## config.mk

```make
export PLATFORM = sky130hd
export DESIGN_NAME = wb_retire_queue
export DESIGN_NICKNAME = d
export VERILOG_FILES = /design/src/rtl/wb_retire_queue.sv
export SDC_FILE = /design/constraint.sdc
export NUM_CORES = 1
export LEC_CHECK = 0
export BUFFER_PORTS_ARGS = -buffer_cell sky130_fd_sc_hd__buf_4
export CORE_MARGIN = 3
export CORE_UTILIZATION = 47
export DETAILED_ROUTE_END_ITERATION = 16
export PLACE_DENSITY = 0.69
export SYNTH_ARGS = -nofsm -noshare
export SYNTH_HDL_FRONTEND = slang
export SYNTH_SLANG_ARGS = --single-unit
```

## constraint.sdc

```tcl
create_clock -name clk -period 4.95 [get_ports clk]
set_input_delay 0.495 -clock clk [delete_from_list [all_inputs] [get_ports clk]]
set_output_delay 0.495 -clock clk [all_outputs]
set_load 0.01 [all_outputs]
```

## src/rtl/wb_retire_queue.sv

```systemverilog
// In-order write-back retire queue between MEM and the register file.
// Retires one head entry per cycle; exceptions/ERET pulse out of the head and flush the queue.
module wb_retire_queue #(
    parameter int DATA_W    = 32,
    parameter int DEPTH     = 4,
    parameter int FLUSH_CYC = 2,
    parameter int CNT_W     = 32
) (
    input  logic                     clk,
    input  logic                     resetn,
    input  logic                     ms_to_ws_valid,
    output logic                     ws_allowin,
    input  logic [31:0]              ms_pc,
    input  logic                     ms_gr_we,
    input  logic [4:0]               ms_dest,
    input  logic [DATA_W-1:0]        ms_result,
    input  logic                     ms_ex,
    input  logic [4:0]               ms_excode,
    input  logic                     ms_bd,
    input  logic                     ms_eret,
    input  logic                     rf_stall,
    output logic                     rf_we,
    output logic [4:0]               rf_waddr,
    output logic [DATA_W-1:0]        rf_wdata,
    output logic [4:0]               ws_dest,
    output logic [DATA_W-1:0]        ws_dest_data,
    output logic                     ws_ex,
    output logic [4:0]               ws_excode,
    output logic [31:0]              ws_epc,
    output logic                     ws_bd,
    output logic                     ws_eret,
    output logic [$clog2(DEPTH):0]   ws_count,
    output logic [CNT_W-1:0]         retired_cnt,
    output logic [31:0]              debug_wb_pc,
    output logic [3:0]               debug_wb_rf_wen,
    output logic [4:0]               debug_wb_rf_wnum,
    output logic [DATA_W-1:0]        debug_wb_rf_wdata
);

    localparam int PTR_W = $clog2(DEPTH);
    localparam int CW    = PTR_W + 1;
    localparam int FW    = $clog2(FLUSH_CYC + 1);

    typedef enum logic {S_RUN, S_FLUSH} state_t;

    state_t             r_state;
    state_t             w_state_nxt;
    logic [FW-1:0]      r_flush_cnt;

    logic [31:0]        r_pc     [DEPTH];
    logic               r_gr_we  [DEPTH];
    logic [4:0]         r_dest   [DEPTH];
    logic [DATA_W-1:0]  r_result [DEPTH];
    logic               r_ex     [DEPTH];
    logic [4:0]         r_excode [DEPTH];
    logic               r_bd     [DEPTH];
    logic               r_eret   [DEPTH];

    logic [PTR_W-1:0]   r_wr_ptr;
    logic [PTR_W-1:0]   r_rd_ptr;
    logic [CW-1:0]      r_count;
    logic [CNT_W-1:0]   r_retired;

    logic               w_in_run;
    logic               w_head_valid;
    logic               w_head_ex;
    logic               w_head_eret;
    logic               w_flush_evt;
    logic               w_retire;
    logic               w_push;
    logic               w_we;

    // Head decode: exception outranks ERET; both retire regardless of rf_stall.
    assign w_head_valid = (r_count != '0);
    assign w_head_ex    = w_head_valid && r_ex[r_rd_ptr];
    assign w_head_eret  = w_head_valid && !r_ex[r_rd_ptr] && r_eret[r_rd_ptr];
    assign w_flush_evt  = w_head_ex || w_head_eret;
    assign w_retire     = w_head_valid && (w_flush_evt || !rf_stall);
    assign w_we         = w_retire && !w_flush_evt && r_gr_we[r_rd_ptr];

    assign ws_allowin   = w_in_run && (r_count != CW'(DEPTH)) && !w_flush_evt;
    assign w_push       = ms_to_ws_valid && ws_allowin;

    // FSM: state register
    always_ff @(posedge clk or negedge resetn) begin
        if (!resetn) begin
            r_state <= S_RUN;
        end else begin
            r_state <= w_state_nxt;
        end
    end

    // FSM: next state
    always_comb begin
        w_state_nxt = r_state;
        case (r_state)
            S_RUN:   if (w_flush_evt) w_state_nxt = S_FLUSH;
            S_FLUSH: if (r_flush_cnt <= FW'(1)) w_state_nxt = S_RUN;
            default: w_state_nxt = S_RUN;
        endcase
    end

    // FSM: outputs
    always_comb begin
        w_in_run = (r_state == S_RUN);
    end

    always_ff @(posedge clk or negedge resetn) begin
        if (!resetn) begin
            r_flush_cnt <= '0;
        end else if (w_flush_evt) begin
            r_flush_cnt <= FW'(FLUSH_CYC);
        end else if (r_state == S_FLUSH && r_flush_cnt != '0) begin
            r_flush_cnt <= r_flush_cnt - 1'b1;
        end
    end

    // Payload storage needs no reset: every consumer is gated by head validity.
    always_ff @(posedge clk) begin
        if (w_push) begin
            r_pc[r_wr_ptr]     <= ms_pc;
            r_gr_we[r_wr_ptr]  <= ms_gr_we;
            r_dest[r_wr_ptr]   <= ms_dest;
            r_result[r_wr_ptr] <= ms_result;
            r_ex[r_wr_ptr]     <= ms_ex;
            r_excode[r_wr_ptr] <= ms_excode;
            r_bd[r_wr_ptr]     <= ms_bd;
            r_eret[r_wr_ptr]   <= ms_eret;
        end
    end

    always_ff @(posedge clk or negedge resetn) begin
        if (!resetn) begin
            r_wr_ptr <= '0;
            r_rd_ptr <= '0;
            r_count  <= '0;
        end else if (w_flush_evt) begin
            r_wr_ptr <= '0;
            r_rd_ptr <= '0;
            r_count  <= '0;
        end else begin
            if (w_push)   r_wr_ptr <= r_wr_ptr + 1'b1;
            if (w_retire) r_rd_ptr <= r_rd_ptr + 1'b1;
            case ({w_push, w_retire})
                2'b10:   r_count <= r_count + 1'b1;
                2'b01:   r_count <= r_count - 1'b1;
                default: r_count <= r_count;
            endcase
        end
    end

    always_ff @(posedge clk or negedge resetn) begin
        if (!resetn) begin
            r_retired <= '0;
        end else if (w_retire) begin
            r_retired <= r_retired + 1'b1;
        end
    end

    assign rf_we             = w_we;
    assign rf_waddr          = w_we ? r_dest[r_rd_ptr] : 5'd0;
    assign rf_wdata          = w_we ? r_result[r_rd_ptr] : '0;

    assign ws_dest           = (w_head_valid && r_gr_we[r_rd_ptr]) ? r_dest[r_rd_ptr] : 5'd0;
    assign ws_dest_data      = w_head_valid ? r_result[r_rd_ptr] : '0;

    assign ws_ex             = w_head_ex;
    assign ws_excode         = w_head_ex ? r_excode[r_rd_ptr] : 5'd0;
    assign ws_epc            = w_head_ex ? r_pc[r_rd_ptr] : 32'd0;
    assign ws_bd             = w_head_ex && r_bd[r_rd_ptr];
    assign ws_eret           = w_head_eret;

    assign ws_count          = r_count;
    assign retired_cnt       = r_retired;

    assign debug_wb_pc       = w_retire ? r_pc[r_rd_ptr] : 32'd0;
    assign debug_wb_rf_wen   = {4{w_we}};
    assign debug_wb_rf_wnum  = rf_waddr;
    assign debug_wb_rf_wdata = rf_wdata;

endmodule

```

==> impl_metrics.yaml, run 1 <==
placement:
  dpl-instance-area_um2: 17200
  pre_cts_ws_ps: 1530
  hpwl_um: 20300
  port_buffers: 305
  place.gp.congestion: 0.747
detailed_routing:
  drt_iter0_markers: 590
  final_antenna_net_count: 0
  dr.pass1.iters: 5
  wl_per_cell_um: 20.5
  drc: 0
  drt_wl_total_um: 31700
  viasPerCell: 5.29
  vias: 8155
min_path:
  min_path_cells: 1
  hold_path_end: "r_eret[2]$_DFFE_PP_"
  hp-class: "primary input to flip-flop"
  hold_start: "ms_eret"
synth:
  synth-seq-cells: 354
  synthesis.area_um2: 14800
  synth_warnings: 0
  netlist_instances: 845
  yosysSeqAreaShare_pct: 70.4
  syn-mean-instance-area_um2: 17.5
  synth_fp_nets: 935
  ys_types: 43
cts:
  htreeDepth: 2
  cts_buffers: 38
  cts_tree: "built"
  cts_root_buf: "clkbuf_16"
  cts.sinks: 354
  clock_latency_ps: 510
  cts_resized: 0
  clk_path_buf_depth: 3
  ctsHoldBuffers: 1
  cts_setup_buffers: 0
  clk_pin_slew_ps: 60
sta:
  fmax_ghz: 0.262
  relSlewSlack_pct: 19.3
  period_share_pct: 77.1
  fin_ws_ps: 1130
  finalSetupViolations: 0
  drv_slew: 0
  timing.clock.skew_ps: 18.0
  rsz0062_at_grt: "no"
  finalHoldViolations: 0
  fin_tns_setup_ps: 0
  worstMarginPinSlew_ps: 1210
  fin_crit_ps: 3820
power_and_ir_drop:
  peakVddDrop_mv: 0.280
  p_leak_nw: 7.15
  power_mw: 9.73
  power-per-cell-area_nw_per_um2: 528
setup_path:
  reg2reg_from: "r_rd_ptr[1]$_DFFE_PN0P_"
  rr_worst_depth: 6
  rrSetupSlack_ps: 1540
  cp-start-kind: "flip-flop"
  arrival_ps: 3320
  cp-end-kind: "primary output"
  cp.required_ps: 4450
  worstSetupPathType: "flip-flop to primary output"
  critPathLaunch: "r_rd_ptr[1]$_DFFE_PN0P_"
  worstPathMaxFanout: 66
  r2r-end: "r_result[3][3]$_DFFE_PP_"
floorplan:
  rows: 64
  die-area_um2: 33600
  die_width_um: 183
  coreArea_um2: 30800
  ios: 306
  dieHeight_um: 183
  initial_core_util_pct: 48.0
grt:
  track_usage_pct: 18.7
  overflow: 0
  grt_pass1_vias: 8245
  grt_max_degree: 79
  antenna_found_initial: 0
  grt_pass1_wl_um: 48400
outcome:
  status: "complete, no violations"
flow_run:
  maxCapViolations: 0
final_layout:
  nFillCells: 2315
  fin_nets: 1208
  design_area_um2: 18400
  area_delta_synth_final_pct: 24.5
  utilization_pct: 59.7
  drive_above_1_share_pct: 40.4
-- registers in the layout (all words and copies together), names as in the netlist, 3 cells and up --
register	cells
r_bd	4
r_gr_we	4
r_result	128
r_dest	20
r_excode	20
r_pc	128
r_ex	4
retired_cnt	32
ws_count	3
r_eret	4
-- metrics by stage --
| step | hold slack (ps) | cells |
|---|---|---|
| 2_1_floorplan | 199 | 845 |
| 3_3_place_gp | 457 | 1473 |
| 6_report | 181 | 1543 |
| 4_1_cts | 163 | 1542 |
| 5_1_grt | 162 | 1542 |
| 3_5_place_dp | 459 | 1473 |
-- worst max-delay path, cell delays in order, from the launching register on --
cell,delay [ps]
dfrtp_4,600
buf_4,860
mux4_2,450
and3_1,160
buf_4,320
and2_1,220
buf_4,130
-- how the worst max path moves through the flow --
stage	to	slack, ps
3_5_place_dp	r_pc[3][27]$_DFFE_PP_	1530
3_3_place_gp	r_pc[0][27]$_DFFE_PP_	1610
4_1_cts	rf_wdata[30]	1020
2_1_floorplan	r_bd[0]$_DFFE_PP_	1150
6_report	rf_wdata[0]	1130
5_1_grt	debug_wb_rf_wdata[10]	890
-- layout by cell type (no fill, tap or decap), types with 2 or more instances in the layout --
master and instances:
a21oi_1 3, and2_1 70, and2_4 4, and3_1 79, and4_1 2, buf_12 4, buf_4 313, bufinv_16 2
clkbuf_1 7, clkbuf_16 41, clkinv_1 10, clkinv_2 8, dfrtp_1 40, dfrtp_4 2, edfxtp_1 312, ha_1 7
inv_1 11, mux2i_1 4, mux4_2 78, nand2_1 21, nand2b_1 2, nand3_1 14, nand4_1 11, nor2_1 22
nor2b_1 2, nor3_1 13, nor4_1 4, o21ai_0 4, or2_2 2, xnor2_1 18, xor2_1 18
-- routing by layer --
| metal | global-route usage (%) | share of wire (%) |
|---|---|---|
| met5 | 0 | 0 |
| met3 | 3.47 | 5.2 |
| met2 | 31.6 | 51 |
| met4 | 4.48 | 1.4 |
| met1 | 25.5 | 42 |
-- synth_stat cells (all sizes together) --
library cell,n,area (um2)
nand3,14,70.1
a21oi,3,15.0
o31a,1,8.76
or3,2,12.5
inv,11,41.3
dfrtp,42,1050
nor2b,2,12.5
nor3,14,75.1
o211ai,1,7.51
o21ai,4,20.0
and3,79,494
nor4,4,25.0
nand2,22,85.1
edfxtp,312,9370
fa,1,20.0
mux2i,4,40.0
mux4,78,1760
buf,63,448
xnor2,18,158
xor2,18,158
clkbuf,22,82.6
a41oi,1,8.76
and4,2,17.5
a21boi,1,11.3
or2,2,12.5
a21o,1,7.51
mux2,2,26.3
a211oi,1,7.51
nand4,12,81.3
a31oi,1,6.26
nor2,23,93.8
nand2b,2,12.5
ha,7,87.6
o22ai,1,6.26
and2,74,463
-- kinds of logic (layout without fill, tap and decap cells) --
| group | after synthesis | in the layout | share of synthesized area [%] |
|---|---|---|---|
| mux | 84 | 84 | 12.3 |
| xor+xnor | 36 | 36 | 2.13 |
| flops | 354 | 354 | 70.4 |
| simple gates | 252 | 252 | 9.84 |
| other cells | 0 | 1 | 0 |
| buf+inv | 96 | 397 | 3.87 |
| compound gates | 15 | 15 | 0.668 |
| fa+ha+maj | 8 | 8 | 0.727 |
-- power breakdown --
| part | switching (mW) | internal, mW |
|---|---|---|
| sequential | 0.161 | 3.62 |
| combinational | 1.70 | 1.58 |
| clock | 1.07 | 1.60 |
-- area by class of cell --
class,count,area (um2),share of cell area [%]
Clock inverter,20,138,0.747
Inverter,11,41.3,0.224
Multi-Input combinational cell,395,3820,20.7
Tap cell,396,495,2.69
Clock buffer,48,1050,5.71
Timing Repair Buffer,318,2440,13.2
Sequential cell,354,10400,56.6
Antenna cell,1,2.50,0.0136
(Power assumes the default switching activity.)
==> run 2: changes to the inputs <==
Settings changed: PLACE_DENSITY 0.69 to 0.72.
Clock period 4.95 ns to 3.2 ns, I/O delays scaled along.
==> impl_metrics.yaml, run 2 (synthesized netlist as in run 1, its figures left out) <==
power_and_ir_drop:
  p_leak_nw: 7.55
  power-per-cell-area_nw_per_um2: 801
  peakVddDrop_mv: 0.545
setup_path:
  worstSetupPathType: "flip-flop to primary output"
  critPathCapture: "debug_wb_pc[0]"
  rrSetupSlack_ps: 420
  cp-start-kind: "flip-flop"
  rr_worst_depth: 6
  r2r-end: "r_pc[2][1]$_DFFE_PP_"
  reg2reg_from: "r_rd_ptr[0]$_DFFE_PN0P_"
  worstPathMaxFanout: 34
  critPathLaunch: "r_rd_ptr[1]$_DFFE_PN0P_"
  cp.required_ps: 2880
  cp-end-kind: "primary output"
  arrival_ps: 2730
final_layout:
  design_area_um2: 19400
  area_delta_synth_final_pct: 31.0
  drive_above_1_share_pct: 38.5
  fin_nets: 1293
  final_common_cell: "buf_4"
  final_cell_mix: "buf_4 (319), edfxtp_1 (312), and3_1 (79), mux4_2 (78), dlygate4sd3_1 (78)"
cts:
  cts_tree: "built"
  cts_buffers: 37
  clk_path_buf_depth: 3
  cts_root_buf: "clkbuf_16"
  cts.sinks: 354
  clk_pin_slew_ps: 60
  htreeDepth: 2
  clock_latency_ps: 520
  cts_setup_buffers: 0
grt:
  track_usage_pct: 19.5
  grt_use_met3_pct: 3.29
  antenna_found_initial: 2
  overflow: 0
  grt_use_met2_pct: 33.5
  globalRouteMet1Util_pct: 25.8
  grt_pass1_vias: 8972
  grt_pass1_wl_um: 50900
  top_usage_layer: "met2"
  grt_max_degree: 79
detailed_routing:
  drc: 0
  dr.pass1.iters: 5
  drt_wl_total_um: 32900
  viasPerCell: 5.31
  vias: 8647
  wl_per_cell_um: 20.2
  drt_iter0_markers: 572
  final_antenna_net_count: 0
floorplan:
  die_width_um: 183
  dieHeight_um: 183
  ios: 306
  die-area_um2: 33600
  rows: 64
  initial_core_util_pct: 48.0
  coreArea_um2: 30800
sta:
  finalSetupViolations: 0
  period_share_pct: 95.4
  rsz0062_at_grt: "no"
  worstMarginPinSlew_ps: 789
  whs_ps: 28.4
  timing.clock.skew_ps: 14.1
  fin_crit_ps: 3050
  fin_tns_setup_ps: 0
  fmax_ghz: 0.328
  finalHoldViolations: 0
  drv_slew: 0
  relSlewSlack_pct: 47.4
min_path:
  hp-class: "primary input to flip-flop"
placement:
  hpwl_um: 20700
  port_buffers: 305
  place.gp.congestion: 0.777
  dpl-instance-area_um2: 17300
flow_run:
  maxCapViolations: 0
outcome:
  status: "complete, no violations"
==> run 2: how the worst min path moves through the flow <==
stage | cells past startpoint | end | startpoint
finish | 1 | r_result[3][30]$_DFFE_PP_ | ms_result[30]
global placement | 1 | ws_count[0]$_DFFE_PN0P_ | resetn
CTS | 1 | r_result[3][30]$_DFFE_PP_ | ms_result[30]
detailed placement | 1 | retired_cnt[29]$_DFFE_PN0P_ | resetn
floorplan | 0 | r_flush_cnt[0]$_DFFE_PN0P_ | resetn
global route | 1 | r_result[1][30]$_DFFE_PP_ | ms_result[30]
==> run 2: report_power, final <==
group / total (mW) / internal [mW] / switching [mW] / leakage (nW)
Combinational: 5.26 / 2.56 / 2.70 / 3.57
Clock: 4.42 / 2.71 / 1.71 / 0.614
Sequential: 5.85 / 5.60 / 0.245 / 3.37
Total: 15.5 / 10.9 / 4.66 / 7.55
==> run 2: worst max-delay path: stages, from the launching register on <==
cell and delay (ps):
dfrtp_4 470, buf_4 370, buf_4 540, mux4_2 430
and3_1 230, buf_4 150
==> run 2: stage by stage <==
stage / power [mW] / std cells / utilization [%] / setup WS, ps
after floorplan: 8.95 / 845 / - / 263
after global placement: 11.1 / 1482 / 56.2 / 398
after detailed placement: 11.2 / 1482 / 56.2 / 249
after CTS: 15.7 / 1627 / 62.8 / 86.8
after global routing: 16.3 / 1629 / 62.8 / 17.4
final: 15.5 / 1629 / 62.8 / 148
==> run 2: routing by layer <==
layer,vias to the layer above,part of all wire [%],wire length (um)
met2,272,51,16700
met4,0,2.3,758
met5,-,0,0
met3,57,5.2,1720
met1,4372,42,13700
li1,3946,-,-
==> run 2: layout make-up <==
| class | instances | area (um2) |
|---|---|---|
| well taps | 396 | 495 |
| clock buffers | 44 | 952 |
| inverters | 11 | 41.3 |
| fillers | 2194 | 11500 |
| repair buffers | 404 | 3320 |
| clock inverters | 23 | 310 |
| flip-flops and latches | 354 | 10400 |
| diodes | 2 | 5.00 |
| multi-input cells | 395 | 3820 |
==> run 2: what timing repair did <==
action | CTS | global route
resized for setup | 2 | 0
hold buffers | 78 | 0
endpoints found under the setup margin | 32 | 0
endpoints found under the hold margin | 350 | 0
